$ cat src/rtl/controller_sequencer.sv
// Six-step ring counter and control-word decoder for a simple accumulator CPU.
// Optional halt support is compiled in with `define CTRL_HALT_EN.
module controller_sequencer #(
  parameter logic [3:0] HLT_OPCODE = 4'hF
) (
  input  logic        clk,
  input  logic        clr,
  input  logic [3:0]  opcode,
  output logic [11:0] con,
  output logic [5:0]  t_state,
  output logic        hlt
);

  localparam logic [5:0] T1 = 6'b000001;
  localparam logic [5:0] T2 = 6'b000010;
  localparam logic [5:0] T3 = 6'b000100;
  localparam logic [5:0] T4 = 6'b001000;
  localparam logic [5:0] T5 = 6'b010000;
  localparam logic [5:0] T6 = 6'b100000;

  localparam logic [3:0] OP_LDA = 4'h0;
  localparam logic [3:0] OP_ADD = 4'h1;
  localparam logic [3:0] OP_SUB = 4'h2;
  localparam logic [3:0] OP_OUT = 4'hE;

  localparam logic [11:0] CON_NOP = 12'h3E3;

  logic hlt_op;
  logic halt_req;

  assign hlt_op = (opcode == HLT_OPCODE);

`ifdef CTRL_HALT_EN
  logic halted;

  assign halt_req = (t_state == T4) && hlt_op;

  always_ff @(negedge clk or posedge clr) begin
    if (clr) begin
      halted <= 1'b0;
    end else if (halt_req) begin
      halted <= 1'b1;
    end
  end

  assign hlt = halted;
`else
  assign halt_req = 1'b0;
  assign hlt      = 1'b0;
`endif

  // Ring advances on the falling edge so con is settled by the next rising edge.
  always_ff @(negedge clk or posedge clr) begin
    if (clr) begin
      t_state <= T1;
    end else if (!hlt && !halt_req) begin
      t_state <= {t_state[4:0], t_state[5]};
    end
  end

  always_comb begin
    con = CON_NOP;
    if (!hlt) begin
      case (t_state)
        T1: con = 12'h5E3;
        T2: con = 12'hBE3;
        T3: con = 12'h263;
        T4: begin
          if (!hlt_op) begin
            case (opcode)
              OP_LDA, OP_ADD, OP_SUB: con = 12'h1A3;
              OP_OUT:                 con = 12'h3F2;
              default:                con = CON_NOP;
            endcase
          end
        end
        T5: begin
          if (!hlt_op) begin
            case (opcode)
              OP_LDA:         con = 12'h2C3;
              OP_ADD, OP_SUB: con = 12'h2E1;
              default:        con = CON_NOP;
            endcase
          end
        end
        T6: begin
          if (!hlt_op) begin
            case (opcode)
              OP_ADD:  con = 12'h3C7;
              OP_SUB:  con = 12'h3CF;
              default: con = CON_NOP;
            endcase
          end
        end
        default: con = CON_NOP;
      endcase
    end
  end

endmodule

$ cat config.mk
export PLATFORM = sky130hd
export DESIGN_NAME = controller_sequencer
export DESIGN_NICKNAME = d
export VERILOG_FILES = /design/src/rtl/controller_sequencer.sv
export SDC_FILE = /design/constraint.sdc
export NUM_CORES = 1
export LEC_CHECK = 0
export BUFFER_PORTS_ARGS = -buffer_cell sky130_fd_sc_hd__buf_2
export CAP_MARGIN = 10
export CORE_AREA = 5 5 42 44
export CTS_BUF_LIST = sky130_fd_sc_hd__clkbuf_4
export DETAILED_ROUTE_END_ITERATION = 6
export DIE_AREA = 0 0 47 49
export GPL_TIMING_DRIVEN = 1
export PLACE_DENSITY_LB_ADDON = 0.15
export SKIP_LAST_GASP = 1
export SYNTH_ARGS = -nofsm -noshare
export SYNTH_HDL_FRONTEND = slang
export SYNTH_SLANG_ARGS = --single-unit
$ cat constraint.sdc
create_clock -name clk -period 1.85 [get_ports clk]
set_input_delay 0.0925 -clock clk [delete_from_list [all_inputs] [get_ports clk]]
set_output_delay 0.0925 -clock clk [all_outputs]
set_load 0.05 [all_outputs]
# Yosys cells after proc, flatten, opt, wreduce, memory -nomap -nowiden
# Index checks and enable logic that the tools add are counted.
word_totals:
  ff_bits: 6
  latch_bits: 0
  ramBits: 0
  rom_bits: 0
  inputBits: 6
  output_inout_bits: 19
  wordCells: 21
  n_memories: 0
classes:
  add_sub_neg: 0
  n_mul: 0
  n_div: 0
  magnitude_cmp: 0
  n_eq_ne: 10
  n_shift: 0
  n_mux: 7
  bitwise_logic: 0
  reduce_logical: 3
op_table:
  columns: ["op", "count"]
  rows:
  - ["$pmux W12 S6", 1]
  - ["$pmux W10 S2", 1]
  - ["$pmux W9 S2", 1]
  - ["$pmux W6 S2", 1]
  - ["$mux W10", 1]
  - ["$mux W9", 1]
  - ["$eq A4 B4 Y1 const B", 2]
  - ["$eq A6 B1 Y1 const B", 1]
  - ["$eq A6 B2 Y1 const B", 1]
  - ["$eq A6 B3 Y1 const B", 1]
  - ["$eq A6 B4 Y1 const B", 1]
  - ["$eq A6 B5 Y1 const B", 1]
  - ["$eq A6 B6 Y1 const B", 1]
  - ["$mux W6", 1]
  - ["$eq A4 B1 Y1 const B", 1]
  - ["$eq A4 B2 Y1 const B", 1]
  - ["$logic_not A4 Y1", 1]
  - ["$reduce_or A3 Y1", 1]
  - ["$reduce_or A2 Y1", 1]

# Logic depth before layout (Yosys ltp)
logic_depth:
  word_depth: 5
  ltp_mapped: 3
  depth_no_buf: 3

==> flow_summary.ini <==
[finish]
drive_above_1_share_pct = 75.6
largest_register_ffs = 6
fillers = 102
final_util_pct = 69.3
n_antenna_cell = 0
reg_top3 = t_state: 6 flops
finalNetCount = 93
area_growth_pct = 166
registers.top_by_ff_count = t_state
fin_cells = 102

[logic_synthesis]
ys.flop_type = dfrtn_1
yosys.area.top_type_share_pct = 34.2
syn_area_per_cell_um2 = 9.13
async_flop_share_pct = 100
synthTopCellsByArea = dfrtn_1, dfstp_2, nor2_1
syn_nets = 46
seq_area_frac_synth_pct = 41.4
yosysMostFrequentCell = dfrtn_1
synth_edf_count = 0
yosys.area.top_type = dfrtn_1
synth_seq_cells = 6
netlist_top_cells_count = dfrtn_1, nor2_1, inv_1
synthCells = 40
ys_types = 27
yosys_warnings = 0
mappedNetlistArea_um2 = 365

[timing]
hold_violations = 0
maxSlewViolCount = 0
timing.slew.headroom_pct = 62.1
tns_ns = -13.35
grt_setup_unrepaired = yes
setup_ws_ns = -1.29
tightest_slew_ns = 0.564
fin_skew_ns = 0.0521
finalSetupViolCount = 18

[pwr]
ir_worst_vdd_mv = 0.581
p_leak_nw = 0.462
power.density_mw_per_mm2 = 342

[setup_path]
critPathKind = flop to primary output
arrival_ns = 3.05
start_kind = flop
worst-path-max-fanout = 2
worstPathCellList = or3_4 -> or4_4 -> or4b_4 -> buf_6
crit_slowest_cell = or4b_4
slowest_delay_ns = 0.50
worstSetupEndpointType = primary output
worstPathRequired_ns = 1.76

[place]
place_congestion = 0.735
io_buffers = 23
hpwl_um = 906
pre_cts_slack_ns = -0.993
dpl.cell_count = 89

[status]
violations = setup timing
outcome = complete, but fails checks

[floorplan]
rows = 14
core_area_mm2 = 0.00140
floorplan.initialDensity_pct = 26.1
io_pins = 25
die_x_um = 47
die_h_um = 49
die_area_mm2 = 0.00230

[route]
post_drt_wl_per_cell_um = 14.7
firstDrtPassIters = 2
wl_mm = 1.50
drtIter0Drc = 1
ant_nets = 0
vias_per_cell = 4.78
num_vias = 488
remaining_drc_errors = 0

[global_route]
grtUsageTotal_pct = 14.5
grt_pass1_vias = 523
grt-ovfl-total = 0
antenna_found_initial = 0
grt_pass1_wl_mm = 2.37
grt_max_degree = 8

[cts]
cts_made_buffers = 3
clk_pin_slew_worst_paths_ns = 0.04
cts_sinks = 6
holdBufCountCts = 0
cts_max_level = 1
clk-insertion-delay-late_ns = 0.31
cts_root_buf = clkbuf_4
cts_tree = built
cts_buffer_depth = 2

[hold_path]
hold_class = flop to flop

[run]
maxCapViolCount = 0
[power by group]
group / switching [mW] / total [mW] / internal [mW]
logic: 0.0225 / 0.0327 / 0.0101
clock network: 0.0668 / 0.167 / 0.100
registers: 0 / 0.132 / 0.132
total: 0.0893 / 0.332 / 0.243
[metrics by stage]
stage	cell area, um^2	hold slack (ns)	power [mW]
2_1_floorplan	428	0.252	0.161
3_3_place_gp	638	0.431	0.172
3_5_place_dp	638	0.437	0.173
4_1_cts	862	0.459	0.329
5_1_grt	971	0.518	0.353
6_report	971	0.496	0.332
[critical path, delay by kind of cell, from the launching register on]
| kind | cells | cell delay [ns] |
|---|---|---|
| AND/OR/NAND/NOR | 3 | 1.28 |
| buffers and inverters | 1 | 0.17 |
| flip-flops | 1 | 0.36 |
[routing by layer]
layer  part of all wire (%)  track usage [%]  wire (um)
met2                     54             25.3        804
met1                     37             15.5        556
met3                    7.3             2.21        109
met4                    1.8             8.29         27
met5                      0                0          0
[cell usage in the layout, fill, tap and decap left out, drive strengths merged, types with 2 or more instances in the layout]
| cell | n |
|---|---|
| nor3 | 2 |
| nor2b | 2 |
| buf | 43 |
| nand2b | 2 |
| or4 | 2 |
| inv | 3 |
| or4b | 2 |
| dfrtn | 5 |
| nor2 | 4 |
| nand2 | 2 |
| clkbuf | 4 |
[cell families (layout without fill, tap and decap cells)]
logic type,Yosys count,count (layout),synth area share [%]
other,1,1,1.03
xor gates and xnor gates,1,1,2.40
and+or+nand+nor,24,24,42.5
DFF,6,6,41.4
AOI/OAI and AO/OA,4,4,7.54
buffers and inverters,4,50,5.14
[repair_timing]
action / CTS / global route
resized for setup: 46 / 28
pin swaps: 4 / 6
endpoints found under the setup margin: 18 / 18
setup buffers: 5 / 9
hold endpoints to repair: 0 / 0
[area by class of cell]
type | instances | area [um^2] | area share, %
clock inverter | 1 | 3.75 | 0.387
multi-input combinational | 30 | 302 | 31.1
sequential | 6 | 151 | 15.6
tap | 16 | 20.0 | 2.06
inverter | 2 | 7.51 | 0.773
clock buffer | 4 | 30.0 | 3.09
timing repair buffer | 43 | 457 | 47.0
[worst paths after layout]
path / start / endpoint / slack [ns] / cells past startpoint
worst max-delay path: t_state[0] / con[1] / -1.29 / 4
worst min-delay path: t_state[3] / t_state[4] / 0.50 / 1
worst max register to register: t_state[0] / t_state[1] / 0.83 / 4
worst min register to register: t_state[3] / t_state[4] / 0.50 / 1
max in group asynchronous: clr / t_state[0] / 1.00 / 2
min in group asynchronous: clr / t_state[3] / 0.54 / 2
Note: power is estimated with default switching activity, not from simulation.
